[src/rtl/mc_ctrl_pkg.sv]
// Shared definitions for the multi-cycle MIPS controller: state codes, opcode/funct values,
// datapath select codes and the decoder's class flags. Optional MDU support: MC_CTRL_MDU_EN.
package mc_ctrl_pkg;

  typedef enum logic [2:0] {
    S_IF  = 3'd0,
    S_DCD = 3'd1,
    S_EXE = 3'd2,
    S_MEM = 3'd3,
    S_WB  = 3'd4
`ifdef MC_CTRL_MDU_EN
    , S_MDU = 3'd5
`endif
  } state_t;

  localparam logic [5:0] OP_RTYPE = 6'h00;
  localparam logic [5:0] OP_J     = 6'h02;
  localparam logic [5:0] OP_JAL   = 6'h03;
  localparam logic [5:0] OP_BEQ   = 6'h04;
  localparam logic [5:0] OP_ORI   = 6'h0D;
  localparam logic [5:0] OP_LUI   = 6'h0F;
  localparam logic [5:0] OP_LW    = 6'h23;
  localparam logic [5:0] OP_SW    = 6'h2B;

  localparam logic [5:0] F_SLL  = 6'h00;
  localparam logic [5:0] F_JR   = 6'h08;
  localparam logic [5:0] F_MFHI = 6'h10;
  localparam logic [5:0] F_MFLO = 6'h12;
  localparam logic [5:0] F_MULT = 6'h18;
  localparam logic [5:0] F_DIV  = 6'h1A;
  localparam logic [5:0] F_ADDU = 6'h21;
  localparam logic [5:0] F_SUBU = 6'h23;

  localparam logic [2:0] NPC_PC4 = 3'd0;
  localparam logic [2:0] NPC_J26 = 3'd1;
  localparam logic [2:0] NPC_JR  = 3'd2;
  localparam logic [2:0] NPC_B16 = 3'd3;

  localparam logic [3:0] ALU_ADD = 4'd0;
  localparam logic [3:0] ALU_SUB = 4'd1;
  localparam logic [3:0] ALU_OR  = 4'd2;
  localparam logic [3:0] ALU_SLL = 4'd3;

  localparam logic [2:0] EXT_ZERO = 3'd0;
  localparam logic [2:0] EXT_SIGN = 3'd1;
  localparam logic [2:0] EXT_LUI  = 3'd2;

  localparam logic [2:0] DM_WORD = 3'd0;

  localparam logic [2:0] B_RT  = 3'd0;
  localparam logic [2:0] B_EXT = 3'd1;

  localparam logic [2:0] A3_RD = 3'd0;
  localparam logic [2:0] A3_RT = 3'd1;
  localparam logic [2:0] A3_31 = 3'd2;

  localparam logic [2:0] WD_ALU = 3'd0;
  localparam logic [2:0] WD_DM  = 3'd1;
  localparam logic [2:0] WD_PC4 = 3'd2;
  localparam logic [2:0] WD_EXT = 3'd3;
  localparam logic [2:0] WD_MDU = 3'd4;

  typedef struct packed {
    logic calr;
    logic cali;
    logic load;
    logic store;
    logic branch;
    logic jump;
    logic jal;
    logic jr;
    logic illegal;
    logic mdu;
  } inst_class_t;

endpackage

[src/rtl/mc_decode.sv]
// Combinational instruction classifier: opcode/funct to class flags.
// MDU functs are recognised only when MC_CTRL_MDU_EN is defined.
module mc_decode
  import mc_ctrl_pkg::*;
(
  input  logic [5:0]  op,
  input  logic [5:0]  funct,
  output inst_class_t cls
);

  always_comb begin
    cls = '0;
    case (op)
      OP_RTYPE: begin
        case (funct)
          F_SLL, F_ADDU, F_SUBU: cls.calr = 1'b1;
          F_JR: begin
            cls.jr   = 1'b1;
            cls.jump = 1'b1;
          end
`ifdef MC_CTRL_MDU_EN
          F_MULT, F_DIV, F_MFHI, F_MFLO: cls.mdu = 1'b1;
`endif
          default: cls.illegal = 1'b1;
        endcase
      end
      OP_ORI, OP_LUI: cls.cali   = 1'b1;
      OP_LW:          cls.load   = 1'b1;
      OP_SW:          cls.store  = 1'b1;
      OP_BEQ:         cls.branch = 1'b1;
      OP_J:           cls.jump   = 1'b1;
      OP_JAL: begin
        cls.jump = 1'b1;
        cls.jal  = 1'b1;
      end
      default: cls.illegal = 1'b1;
    endcase
  end

endmodule

[src/rtl/mc_ctrl.sv]
// Multi-cycle sequencing controller (IF/DCD/EXE/MEM/WB) with a stallable shared memory port
// and optional wait timeout. Define MC_CTRL_MDU_EN to add the S_MDU state and MDU handshake.
module mc_ctrl
  import mc_ctrl_pkg::*;
#(
  parameter int IM_TIMEOUT = 0
) (
  input  logic        clk,
  input  logic        reset,
  input  logic [31:0] Instr,
  input  logic        cmp,
  input  logic        mem_ready,
`ifdef MC_CTRL_MDU_EN
  input  logic        mdu_busy,
  output logic        mdu_start,
`endif
  output logic        mem_req,
  output logic        PC_wr,
  output logic        IR_wr,
  output logic        RF_wr,
  output logic        DM_wr,
  output logic [2:0]  NPC_op,
  output logic [2:0]  EXT_op,
  output logic [2:0]  DM_op,
  output logic [2:0]  RF_A3_sel,
  output logic [2:0]  RF_WD_sel,
  output logic [2:0]  ALU_B_sel,
  output logic [3:0]  ALU_op,
  output logic [2:0]  state,
  output logic        illegal,
  output logic        timeout
);

  localparam int CNT_W = 16;

  state_t             cur;
  inst_class_t        cls;
  logic [CNT_W-1:0]   wait_cnt;
  logic               in_wait_state;
  logic               waiting;
  logic               tmo_hit;
  logic [5:0]         funct;

  assign funct = Instr[5:0];

  mc_decode u_decode (
    .op    (Instr[31:26]),
    .funct (funct),
    .cls   (cls)
  );

  assign in_wait_state = (cur == S_IF) || (cur == S_MEM);
  assign waiting       = in_wait_state && !mem_ready;
  // A ready in the limit cycle completes the transfer instead of timing out.
  assign tmo_hit       = (IM_TIMEOUT != 0) && waiting && (wait_cnt == CNT_W'(IM_TIMEOUT));

`ifdef MC_CTRL_MDU_EN
  logic is_mf;
  assign is_mf = (funct == F_MFHI) || (funct == F_MFLO);
  logic unused_bits;
  assign unused_bits = ^Instr[25:6];
`else
  logic unused_bits;
  assign unused_bits = ^{Instr[25:6], cls.mdu};
`endif

  always_ff @(posedge clk or negedge reset) begin
    if (!reset) begin
      cur      <= S_IF;
      wait_cnt <= '0;
    end else begin
      if (waiting && !tmo_hit && (IM_TIMEOUT != 0)) wait_cnt <= wait_cnt + 1'b1;
      else                                          wait_cnt <= '0;

      case (cur)
        S_IF:  if (mem_ready) cur <= S_DCD;
        S_DCD: cur <= (cls.jump || cls.illegal) ? S_IF : S_EXE;
        S_EXE: begin
          if (cls.load || cls.store)     cur <= S_MEM;
          else if (cls.calr || cls.cali) cur <= S_WB;
`ifdef MC_CTRL_MDU_EN
          else if (cls.mdu)              cur <= S_MDU;
`endif
          else                           cur <= S_IF;
        end
        S_MEM: begin
          if (mem_ready)    cur <= cls.load ? S_WB : S_IF;
          else if (tmo_hit) cur <= S_IF;
        end
        S_WB:  cur <= S_IF;
`ifdef MC_CTRL_MDU_EN
        S_MDU: if (!mdu_busy) cur <= is_mf ? S_WB : S_IF;
`endif
        default: cur <= S_IF;
      endcase
    end
  end

  assign state = cur;
  assign DM_op = DM_WORD;

  // Selects follow the instruction; strobes follow the state and are masked by reset.
  always_comb begin
    mem_req   = 1'b0;
    PC_wr     = 1'b0;
    IR_wr     = 1'b0;
    RF_wr     = 1'b0;
    DM_wr     = 1'b0;
    illegal   = 1'b0;
    timeout   = 1'b0;
`ifdef MC_CTRL_MDU_EN
    mdu_start = 1'b0;
`endif
    ALU_op    = ALU_ADD;
    ALU_B_sel = B_RT;
    EXT_op    = EXT_ZERO;
    RF_A3_sel = (cls.calr || cls.mdu) ? A3_RD : A3_RT;
    RF_WD_sel = WD_ALU;
    NPC_op    = NPC_PC4;

    if (cls.calr) begin
      if (funct == F_SUBU)     ALU_op = ALU_SUB;
      else if (funct == F_SLL) ALU_op = ALU_SLL;
    end
    if (cls.cali || cls.load || cls.store) ALU_B_sel = B_EXT;
    if (cls.cali && Instr[31:26] == OP_ORI) ALU_op = ALU_OR;
    if (cls.branch) ALU_op = ALU_SUB;
    if (cls.load || cls.store || cls.branch) EXT_op = EXT_SIGN;
    if (cls.cali && Instr[31:26] == OP_LUI) begin
      EXT_op    = EXT_LUI;
      RF_WD_sel = WD_EXT;
    end
    if (cls.load) RF_WD_sel = WD_DM;
`ifdef MC_CTRL_MDU_EN
    if (cls.mdu) RF_WD_sel = WD_MDU;
`endif
    if (cls.jal) begin
      RF_A3_sel = A3_31;
      RF_WD_sel = WD_PC4;
    end
    if (cur != S_IF) begin
      if (cls.jr)          NPC_op = NPC_JR;
      else if (cls.jump)   NPC_op = NPC_J26;
      else if (cls.branch) NPC_op = NPC_B16;
    end

    case (cur)
      S_IF: begin
        mem_req = 1'b1;
        IR_wr   = mem_ready;
        PC_wr   = mem_ready;
        timeout = tmo_hit;
      end
      S_DCD: begin
        illegal = cls.illegal;
        PC_wr   = cls.jump;
        RF_wr   = cls.jal;
      end
      S_EXE: begin
        PC_wr = cls.branch && cmp;
`ifdef MC_CTRL_MDU_EN
        mdu_start = cls.mdu;
`endif
      end
      S_MEM: begin
        mem_req = 1'b1;
        DM_wr   = cls.store && !tmo_hit;
        timeout = tmo_hit;
      end
      S_WB:  RF_wr = 1'b1;
      default: ;
    endcase

    if (!reset) begin
      mem_req = 1'b0;
      PC_wr   = 1'b0;
      IR_wr   = 1'b0;
      RF_wr   = 1'b0;
      DM_wr   = 1'b0;
      illegal = 1'b0;
      timeout = 1'b0;
`ifdef MC_CTRL_MDU_EN
      mdu_start = 1'b0;
`endif
    end
  end

endmodule

[config.mk]
export PLATFORM = sky130hd
export DESIGN_NAME = mc_ctrl
export DESIGN_NICKNAME = d
export VERILOG_FILES = /design/src/rtl/mc_ctrl_pkg.sv /design/src/rtl/mc_decode.sv /design/src/rtl/mc_ctrl.sv
export SDC_FILE = /design/constraint.sdc
export NUM_CORES = 1
export LEC_CHECK = 0
export ABC_AREA = 1
export CAP_MARGIN = 20
export CORE_UTILIZATION = 31
export DETAILED_ROUTE_END_ITERATION = 8
export PLACE_DENSITY = 0.84
export SLEW_MARGIN = 10
export SYNTH_ARGS = -nofsm -noshare
export SYNTH_HDL_FRONTEND = slang
export SYNTH_SLANG_ARGS = --single-unit
[constraint.sdc]
create_clock -name clk -period 3.2 [get_ports clk]
set_input_delay 0.64 -clock clk [delete_from_list [all_inputs] [get_ports clk]]
set_output_delay 0.64 -clock clk [all_outputs]
set_load 0.05 [all_outputs]
==> results by stage <==
Routing:
- For this run, design rule violations remaining after detail routing come to 0.
- The mean routed wirelength per cell is 10.2 um.
- Summed over all nets, wire length on met2 after detailed routing comes to 1.02 mm.
- The count of routing violations after the opening detailed-route iteration is 21.
- Across all layers, the routed design uses 839 vias.
- In the detailed route, the total length drawn on met3 is 102 um.
- After detailed routing, the total wire length is 1.85 mm.
- The count of nets left with antenna violations once routing finished came out at 0.
- For this block, wires on met1 add up to 713 um.
- The first-pass detailed-route iteration total is 5.
- The average vias per placed instance is 4.61.
- The highest layer touched by signal routing is met4.

Worst hold path:
- The path class of the tightest hold or removal check is input port to async pin.

Global routing:
- The global-route wire length before repair is 2.88 mm.
- The global-route congestion overflow total is 0.
- Entering global routing, the biggest net connects 8 pins.
- In the global route stage, overall resource usage came out at 0.178.
- The via count of the first global-routing pass came to 706.
- The number of antenna violations at the first check in global routing is 0.

Timing:
- The clock skew after layout is 0.00254 ns.
- The clock period could shrink to 2.79 ns.
- The hold violation total from the final report was 0.
- Setup repair after global routing left no endpoint under its margin.
- The total count of max-transition violations in the final report is 0.
- Static timing analysis puts the maximum clock frequency at 358 MHz.
- The worst-case headroom to the max-slew limit is 0.629.
- The slew at the pin closest to its max-slew limit is 0.552 ns.
- In the final timing run, aggregate negative setup slack is 0 ns.
- The number of endpoints failing setup at the final stage is 0.
- The worst setup margin is 0.409 ns.
- The share of the cycle needed by the critical path after routing is 0.872.

Clock tree:
- The buffer levels on the longest clock path is 2.
- Buffers added to address setup during post-CTS repair amount to 0.
- The tree built by TritonCTS fans out to 3 sinks.
- In this run, CTS created clock tree buffers numbering 3.
- The number of cells upsized or downsized after cts is 0.
- The H-tree level count is 1.
- The root cell of the clock tree is clkbuf_4.
- The clock insertion delay at the later pin of the skew report is 0.24 ns.
- The hold buffer count at CTS is 0.
- The clock tree from TritonCTS is yes.
- Clock-pin slew was measured on the worst setup and hold paths at 0.04 ns.

Synth:
- The number of different library cells used by synthesis comes to 22.
- In this run, synthesis inferred 0 flip-flops with an integrated enable.
- The post-synthesis async set-or-reset flop share is 1.00.
- The number of warnings printed during yosys synthesis is 0.
- After synthesis, the cell types taking the most area are buf_4, nand2_1, dfrtp_1.
- The most frequently used flop master after synthesis is dfrtp_1.
- Of the post-synthesis cell area, the dominant cell type holds 0.137.
- The commonest cells after synthesis are nand2_1, inv_1, nor2_1, buf_4, nand3_1.
- The average instance in the mapped netlist occupies 5.64 um2.
- In this run the cell area of the synthesized design comes to 659 um2.
- The number of standard cells after synthesis is 117.
- The number of synthesized register bits is 3.
- Of the synthesized area, sequential elements account for 0.114.
- The cell accounting for the most synthesized area is buf_4.
- The most common cell in the synthesized netlist is nand2_1.

Floorplan:
- The overall die area is 0.00232 mm2.
- The core region is 0.00198 mm2.
- 68 I/O pins were placed.
- From left edge to right edge, the die measures 48.1 um.
- The starting density of the core is 0.333.
- The die is 48.1 um tall.
- The cell row count is 16.

Worst setup path:
- The startpoint identified for the worst register-to-register timing path is state[1].
- Data on the critical path arrives at its endpoint at 2.15 ns.
- Following the worst setup path forward leads to its endpoint at DM_wr.
- The setup check on the worst reg-to-reg path leaves a slack of 1.95 ns.
- The number of cells on the worst reg-to-reg path is 6.
- The required time of the critical path is 2.56 ns.
- The worst setup path category is input port to output pin.
- The worst setup path is launched from an input port.
- The highest fanout seen on the critical path is 4.
- In this run the critical register-to-register path is captured at state[0].
- The critical path endpoint category is an output pin.
- The source of the critical timing path is Instr[27].

Pwr:
- For this design the static power due to leakage is 0.547 nW.
- VDD sags by at most 0.274 mV.
- The power per unit of standard cell area is 380 mW/mm2.
- Overall power consumption after layout is estimated at 0.419 mW.

Run:
- Across the run, the number of max-cap violations was 0.

Place:
- Timing analysis after detailed placement gives a worst setup slack of 0.399 ns.
- At the end of routability-driven placement, the weighted congestion stood at 0.799.
- Port buffering added 35 buffers.
- Detailed placement ended at an HPWL of 1.57 mm.

Final layout:
- The number of nets in the layout is 192.
- The repair_antennas step left the layout with diodes totalling 0.
- The synthesis-to-layout area growth is 67.4%.
- The total of fill cells in the finished design is 187.
- Of the cells placed in the final design, the portion with a size suffix greater than 1 is 0.252.
- The register with the most flip-flops in the layout has 3 of them.

Status:
- The flow ran to the end, and the final reports show no timing, DRC or antenna violations.
[per-layer routing]
metal / up-vias / global-route usage
li1: 424 / -
met5: - / 0
met3: 4 / 0.0296
met1: 373 / 0.195
met2: 38 / 0.354
met4: 0 / 0.0333
[through the flow]
stage	util	hold WS [ns]	cell area (um2)	std cells
after floorplan	-	0.344	701	128
after global placement	0.544	0.636	1080	178
after detailed placement	0.544	0.645	1080	178
after CTS	0.557	0.611	1100	182
final	0.557	0.612	1100	182
after global routing	0.557	0.623	1100	182
[worst max-delay path, cell delays in order]
cell and delay (ns):
clkdlybuf4s50_1 0.56, nand2_1 0.11, inv_2 0.07, nand3_2 0.12
nor4_1 0.44, buf_12 0.21
[final cells by class]
class                   instances  area [um2]  area share
clock buffers                   4        26.3      0.0238
repair buffers                 35         433       0.392
inverters                      21        78.8      0.0714
flip-flops and latches          3        75.1      0.0680
multi-input cells              92         457       0.414
well taps                      27        33.8      0.0306
[worst min path at each step]
stage,startpoint,endpoint,slack [ns],cells after the start
2_1_floorplan,reset,state[0],0.34,0
3_3_place_gp,state[0],state[2],0.64,3
3_5_place_dp,state[0],state[2],0.65,3
4_1_cts,reset,state[0],0.61,1
5_1_grt,reset,state[2],0.62,1
6_report,reset,state[0],0.61,1
[layout by cell type (no fill, tap or decap)]
master	netlist	final
o21ai_0	3	3
nand2_1	23	23
nor2_4	2	2
o21ai_1	2	2
clkdlybuf4s50_1	0	18
conb_1	1	12
a21oi_2	2	2
or2_2	1	1
dfrtp_1	3	3
nand2_2	2	2
nand4_1	1	1
nand4_2	1	1
buf_4	12	7
nor3_1	4	4
nor2_2	4	4
inv_2	3	3
nor3_2	2	2
nor4_1	1	1
nand3_2	2	2
a21oi_1	5	5
nand3_1	10	10
inv_1	18	18
clkbuf_1	0	1
buf_12	0	10
clkbuf_4	0	3
nor2_1	15	15
[cells by family after synthesis]
group / Yosys count / synth area share
flops: 3 / 0.114
simple gates: 68 / 0.522
other cells: 1 / 0.00569
compound gates: 12 / 0.102
buf+inv: 33 / 0.256
[where the power goes]
| part | total [mW] | switching (mW) | internal [mW] |
|---|---|---|---|
| logic | 0.297 | 0.204 | 0.0932 |
| registers | 0.0549 | 0.00877 | 0.0462 |
| clock network | 0.0671 | 0.0203 | 0.0468 |
| total | 0.419 | 0.233 | 0.186 |
Note: power is estimated with default switching activity, not from simulation.
